**src/rtl/out_port_sched.sv**
```systemverilog
`default_nettype none
// +----------------------------------------------------------------------------+
// | Module      : out_port_sched                                               |
// | Description : Output-port scheduler. Round-robin arbitration of five       |
// |               requesters into two one-entry VC buffers, with polarity      |
// |               selecting which VC fills and which drains to the link.       |
// |               Define OUT_SCHED_STATS_EN to build the saturating sent_cnt.  |
// | Revision    : 1.0 - initial release                                        |
// +----------------------------------------------------------------------------+

module out_port_sched #(
  parameter int DATA_W = 64
) (
  input  logic                clk,
  input  logic                reset_n,
  input  logic                polarity,
  input  logic [4:0]          req,
  input  logic [5*DATA_W-1:0] data_in,
  output logic [4:0]          gnt,
  input  logic                out_ready,
  output logic                out_send,
  output logic [DATA_W-1:0]   out_data,
  output logic                full_even,
  output logic                full_odd,
  output logic [15:0]         sent_cnt
);

  localparam int         c_NUM_REQ  = 5;
  localparam logic [2:0] c_PTR_LAST = 3'd4;

  logic [2:0]        ptr_even_q, ptr_even_d;
  logic [2:0]        ptr_odd_q,  ptr_odd_d;
  logic              full_even_q, full_even_d;
  logic              full_odd_q,  full_odd_d;
  logic [DATA_W-1:0] buf_even_q, buf_even_d;
  logic [DATA_W-1:0] buf_odd_q,  buf_odd_d;

  logic [2:0]        w_start;
  logic [2:0]        w_rank_j;
  logic              w_win_found;
  logic [2:0]        w_win_rank;
  logic [2:0]        w_win_slot;
  logic [2:0]        w_win_next;
  logic [DATA_W-1:0] w_win_data;
  logic              w_fill_full;
  logic              w_drain_full;
  logic              w_grant;
  logic [4:0]        w_gnt;
  logic              w_send;

  // Rank r is the r-th name in N,S,E,W,PE order, which sits on req bit 4-r.
  function automatic logic [2:0] f_rank(input logic [2:0] start, input logic [2:0] ofs);
    logic [3:0] sum;
    sum = {1'b0, start} + {1'b0, ofs};
    if (sum >= 4'd5) begin
      sum = sum - 4'd5;
    end
    return sum[2:0];
  endfunction

  always_comb begin
    w_start = polarity ? ptr_odd_q : ptr_even_q;
    if (w_start > c_PTR_LAST) begin
      w_start = 3'd0;
    end
  end

  always_comb begin
    w_win_found = 1'b0;
    w_win_rank  = 3'd0;
    w_rank_j    = 3'd0;
    for (int j = 0; j < c_NUM_REQ; j++) begin
      w_rank_j = f_rank(w_start, 3'(j));
      if (!w_win_found && req[c_PTR_LAST - w_rank_j]) begin
        w_win_found = 1'b1;
        w_win_rank  = w_rank_j;
      end
    end
  end

  assign w_win_slot   = c_PTR_LAST - w_win_rank;
  assign w_win_next   = (w_win_rank == c_PTR_LAST) ? 3'd0 : w_win_rank + 3'd1;
  assign w_win_data   = data_in[w_win_slot*DATA_W +: DATA_W];
  assign w_fill_full  = polarity ? full_odd_q : full_even_q;
  assign w_drain_full = polarity ? full_even_q : full_odd_q;
  assign w_grant      = reset_n && !w_fill_full && w_win_found;
  assign w_send       = reset_n && w_drain_full && out_ready;

  always_comb begin
    w_gnt = 5'b00000;
    if (w_grant) begin
      w_gnt[w_win_slot] = 1'b1;
    end
  end

  always_comb begin
    ptr_even_d  = ptr_even_q;
    ptr_odd_d   = ptr_odd_q;
    full_even_d = full_even_q;
    full_odd_d  = full_odd_q;
    buf_even_d  = buf_even_q;
    buf_odd_d   = buf_odd_q;
    // Drain and fill always address opposite VCs, so these never collide.
    if (w_send) begin
      if (polarity) begin
        full_even_d = 1'b0;
      end else begin
        full_odd_d = 1'b0;
      end
    end
    if (w_grant) begin
      if (polarity) begin
        buf_odd_d  = w_win_data;
        full_odd_d = 1'b1;
        ptr_odd_d  = w_win_next;
      end else begin
        buf_even_d  = w_win_data;
        full_even_d = 1'b1;
        ptr_even_d  = w_win_next;
      end
    end
  end

  always_ff @(posedge clk) begin
    if (!reset_n) begin
      ptr_even_q  <= 3'd0;
      ptr_odd_q   <= 3'd0;
      full_even_q <= 1'b0;
      full_odd_q  <= 1'b0;
      buf_even_q  <= '0;
      buf_odd_q   <= '0;
    end else begin
      ptr_even_q  <= ptr_even_d;
      ptr_odd_q   <= ptr_odd_d;
      full_even_q <= full_even_d;
      full_odd_q  <= full_odd_d;
      buf_even_q  <= buf_even_d;
      buf_odd_q   <= buf_odd_d;
    end
  end

  assign gnt       = w_gnt;
  assign out_send  = w_send;
  assign out_data  = reset_n ? (polarity ? buf_even_q : buf_odd_q) : '0;
  assign full_even = full_even_q;
  assign full_odd  = full_odd_q;

`ifdef OUT_SCHED_STATS_EN
  logic [15:0] sent_cnt_q, sent_cnt_d;

  always_comb begin
    sent_cnt_d = sent_cnt_q;
    if (w_send && (sent_cnt_q != 16'hFFFF)) begin
      sent_cnt_d = sent_cnt_q + 16'd1;
    end
  end

  always_ff @(posedge clk) begin
    if (!reset_n) begin
      sent_cnt_q <= 16'h0000;
    end else begin
      sent_cnt_q <= sent_cnt_d;
    end
  end

  assign sent_cnt = sent_cnt_q;
`else
  assign sent_cnt = 16'h0000;
`endif

endmodule

`default_nettype wire

```
**config.mk**
```make
export PLATFORM = sky130hd
export DESIGN_NAME = out_port_sched
export DESIGN_NICKNAME = d
export VERILOG_FILES = /design/src/rtl/out_port_sched.sv
export SDC_FILE = /design/constraint.sdc
export NUM_CORES = 1
export LEC_CHECK = 0
export CAP_MARGIN = 20
export CORE_UTILIZATION = 42
export CTS_BUF_LIST = sky130_fd_sc_hd__clkbuf_8
export CTS_CLUSTER_DIAMETER = 100
export CTS_CLUSTER_SIZE = 30
export DETAILED_ROUTE_END_ITERATION = 6
export PLACE_DENSITY_LB_ADDON = 0.3
export SKIP_LAST_GASP = 1
export SYNTH_ARGS = -nofsm -noshare
export SYNTH_HDL_FRONTEND = slang
export SYNTH_SLANG_ARGS = --single-unit
export TNS_END_PERCENT = 10
```
**constraint.sdc**
```tcl
create_clock -name clk -period 9.7 [get_ports clk]
set_input_delay 2.425 -clock clk [delete_from_list [all_inputs] [get_ports clk]]
set_output_delay 2.425 -clock clk [all_outputs]
set_load 0.02 [all_outputs]
```
==> Word level (Yosys, flattened, before mapping) <==
Cells that the tools add are included.
{ "totals": {"register_bits": 136, "out_inout_bits": 88, "wordCells": 97} }
{ "classes": {"add_sub_neg": 16, "n_lt_le_gt_ge": 13, "eq_ne": 1, "n_shift": 1, "mux": 43, "n_bitwise": 1, "n_reduce_logical": 16} }
{ "ops": {"columns": ["cell", "count"], "rows": [
  ["$shiftx 320x10->64", 1],
  ["$mux 64", 2],
  ["$mux 3", 13],
  ["$lt 3x4->1 const B", 6],
  ["$mux 1", 21],
  ["$sub 3x3->3 const A", 6],
  ["$ge 4x3->1 const B", 4],
  ["$bmux 1 s3", 5],
  ["$sub 3x3->3 const B", 5],
  ["$logic_and 1x1->1", 9],
  ["$add 3x2->4 const B", 2],
  ["$logic_not 1->1", 5],
  ["$mux 5", 1],
  ["$add 3x1->4 const B", 1],
  ["$add 3x3->4 const B", 1],
  ["$reduce_and 2->1", 2],
  ["$add 3x1->3 const B", 1],
  ["$demux 1 s3", 1],
  ["$eq 3x3->1 const B", 1],
  ["$ge 3x1->1 const B", 1],
  ["$ge 3x3->1 const B", 1],
  ["$gt 3x3->1 const B", 1],
  ["$not 1->1", 1]
]} }

==> Longest topological paths before layout <==
{ "depth": {"depth_word": 27, "depth_mapped": 31, "mapped_depth_nobuf": 23} }

==> Worst setup path after synthesis <==
Ideal clock, no wire load.
{ "synth_path": {"path_kind": "input to output", "from": "input polarity", "to": "output gnt[4]", "t_arrival_ns": 7.992, "required_ns": 7.275, "slack_ns": -0.717, "stages": 28, "path_buffers": 9, "cell_sequence": "buf_2 > or3b_1 > and2_1 > buf_2 > inv_1 > ha_1 > nor2b_1 > nor3_1 > o21ai_1 > inv_1 > ha_1 > o31a_1 > or4_1 > a21oi_2 > a211o_1 > nand3_1 > nand2b_1 > buf_4 > inv_2 > buf_6 > buf_6 > ha_1 > ha_1 > clkbuf_1 > clkbuf_1 > buf_1 > clkbuf_1 > nor3b_1"} }
{ "synth_via": {"elab_chain_cells": 27, "word_cells_on_any_way": 66} }
{ "synth_lines": {"columns": ["item", "line", "text"], "rows": [
  ["start: declaration", "16", "input logic polarity,"],
  ["branches (longest 26 deep; another with $add 3x1->4)", null, null],
  ["$mux 5 *", "91", "if (w_grant) begin"],
  ["end: declaration", "19", "output logic [4:0] gnt,"]
]} }
Every way passes the cells marked *. The select of a mux whose other input is x is not followed.

==> Worst setup path after layout <==
{ "layout_path": {"from": "input polarity", "to": "output gnt[3]"} }
The elaborated chain is that of the path after synthesis.

==> results.py <==
metrics = {
    "global_routing": {
        "grt_pass1_wl_um": 65400,
        "grt_overflow": 0,
        "grt_usage_pct": 29.6,
        "grt_pass1_vias": 11800,
        "grt_max_degree": 105,
        "antenna_found_initial": 3,
    },
    "synth": {
        "synth.top_cell.area_share_pct": 24.1,
        "async_flop_share_pct": 0,
        "ys_top_cells_by_area": "dfxtp_1 24%, mux2i_1 12%, o221ai_1 10%",
        "avgSynthCellArea_um2": 8.00,
        "ys_ff_latch": 136,
        "yosysSeqAreaShare_pct": 24.1,
        "yosys.area.top_type": "dfxtp_1",
        "netlist_instances": 1411,
        "synth_area_um2": 11300,
        "synth_cell_type_count": 72,
        "synth_edf_count": 0,
        "synth_ff_type": "dfxtp_1",
        "synth.top_cells.by_count": "136 x dfxtp_1, 136 x mux2i_1, 135 x nand3_1",
        "yosys_warnings": 0,
    },
    "cells_and_area": {
        "nets": 2057,
        "drive_gt1_share_pct": 7.06,
        "syn_to_final_growth_pct": 40.8,
        "final_core_util_pct": 60.6,
    },
    "detailed_routing": {
        "route.detailed.drc": 15,
        "dr.pass1.iters": 7,
        "via_per_inst": 6.10,
        "totalWireLength_um": 41900,
        "drt_first_iter_violations": 1090,
        "vias": 12600,
        "routedWlPerCell_um": 20.3,
        "ant_nets": 0,
    },
    "clocking": {
        "clockBufferDepth": 2,
        "clock_sinks": 136,
        "root_buffer": "clkbuf_8",
        "h-tree-depth": 4,
        "cts_tree": "built",
        "ctsHoldBuffers": 0,
        "clk_latency_ns": 0.44,
        "clk_pin_slew_ns": 0.08,
        "numCtsBuffers": 17,
    },
    "worst_setup_path": {
        "r2r_cells": 26,
        "worstSetupStartpointType": "input pin",
        "arrival_ns": 7.26,
        "critical_path_required_ns": 7.28,
        "path_class": "in2out",
        "worstPathMaxFanout": 10,
        "end_kind": "output pin",
    },
    "sta": {
        "skew_ns": 0.0162,
        "rsz0062_at_grt": "yes",
        "hold_violations": 0,
        "maxSlewViolCount": 0,
        "relSlewSlack_pct": 35.2,
        "max_freq_ghz": 0.103,
        "min_period_ns": 9.68,
        "tightest_slew_ns": 0.971,
        "finalCritPeriodShare_pct": 99.8,
        "hold_ws_ns": 0.492,
        "setup_viol_count_final": 0,
    },
    "floorplan": {
        "rows": 59,
        "ioPinCount": 417,
        "dieArea_um2": 27500,
        "dieHeight_um": 166,
        "fp.dieW_um": 166,
        "core_um2": 26200,
        "initial_core_util_pct": 43.1,
    },
    "pwr": {
        "pwr_density_cell_nw_per_um2": 342,
        "power_leakage_uw": 0.00590,
        "irDropWorstVdd_mv": 0.301,
    },
    "job": {
        "cap_violations": 0,
    },
    "placed_design": {
        "io_buffers": 400,
        "dp_hpwl_um": 30300,
        "place.gp.congestion": 0.947,
    },
    "status": {
        "violations": "DRC",
        "status": "finished with violations",
    },
    "min_path": {
        "hold_path.class": "reg2reg",
        "worstHoldPathCells": 2,
    },
}
## routing by layer
layer	GRT usage, %	wire [um]	vias to the layer above
li1	-	-	6012
met1	37.8	17500	6005
met2	49.9	20200	508
met3	5.39	2910	68
met4	10.3	1250	0
met5	0	0	-
## area by class of cell
type                    instances  area (um^2)
diodes                          3         7.51
clock buffers                  19          262
clock inverters                13          179
fillers                      2338        10300
inverters                      11         41.3
multi-input cells            1101         7870
flip-flops and latches        136         2720
well taps                     335          419
repair buffers                447         4380
## power by group
part	total, uW	leakage [uW]	switching [uW]	internal [uW]
registers	754	0.00111	60.8	693
clock network	516	0.000214	241	275
logic	4160	0.00457	2590	1570
## registers in the layout, summed over array words and instances (netlist names)
signal      count
buf_even_q     64
full_even       1
ptr_even_q      3
full_odd        1
buf_odd_q      64
ptr_odd_q       3
## worst paths after layout
kind,startpoint,endpoint,slack (ns)
max,polarity,gnt[3],0.02
min,buf_even_q[32],buf_even_q[32],0.49
max reg2reg,ptr_even_q[1],buf_odd_q[28],2.26
min reg2reg,buf_even_q[32],buf_even_q[32],0.49
## cell usage in the layout (no fill, tap or decap), types with 16 or more instances in the layout
cell and count:
a31oi_1 64, and3_1 65, buf_4 46, clkbuf_8 19, clkdlybuf4s50_1 397, conb_1 16, dfxtp_1 136, mux2i_1 136
nand2_1 19, nand3_1 133, nand3b_1 67, nor2_1 74, nor2b_1 69, nor3_1 65, nor3b_1 66, o221ai_1 129
o31ai_1 68
## logic make-up after synthesis
group | after synthesis | synth area share (%)
compound gates | 310 | 21.4
xor+xnor | 8 | 0.621
fa+ha+maj | 14 | 1.55
buf+inv | 189 | 7.77
flops | 136 | 24.1
mux | 140 | 12.7
other cells | 1 | 0.0332
simple gates | 613 | 31.8
## worst max-delay path: stages
cell and delay (ns):
buf_4 0.12, buf_4 0.17, or3b_4 0.42, nand2_2 0.14, buf_4 0.15, ha_2 0.17, nor2b_2 0.15, nor3_1 0.08
o21ai_1 0.24, inv_1 0.10, ha_1 0.22, nor4_1 0.42, or4_1 0.19, a21oi_2 0.07, a31oi_1 0.26, o22ai_1 0.13
a221o_1 0.41, inv_1 0.07, ha_1 0.19, ha_4 0.23, nand2b_2 0.22, nor2_4 0.08, clkdlybuf4s50_1 0.60
## per-stage QoR
step                total power (uW)  std cells  worst slack [ns]  instance area (um^2)  TNS (ns)
CTS                             5400       2061            0.0480                 15900         0
floorplan                       3800       1426          -0.00291                 11400  -0.00583
detailed placement              4880       2029           -0.0169                 15400   -0.0300
global placement                4770       2029            0.0501                 15400         0
global route                    5820       2065            -0.267                 15900    -0.972
finish                          5430       2065            0.0189                 15900         0
## what timing repair did
action                                  CTS  global route
endpoints found under the setup margin    3             8
buffers inserted                          0             1
gates resized for setup                   1             3
pin swaps                                 0             1
cloned                                    0             0
Note: power is estimated with default switching activity, not from simulation.
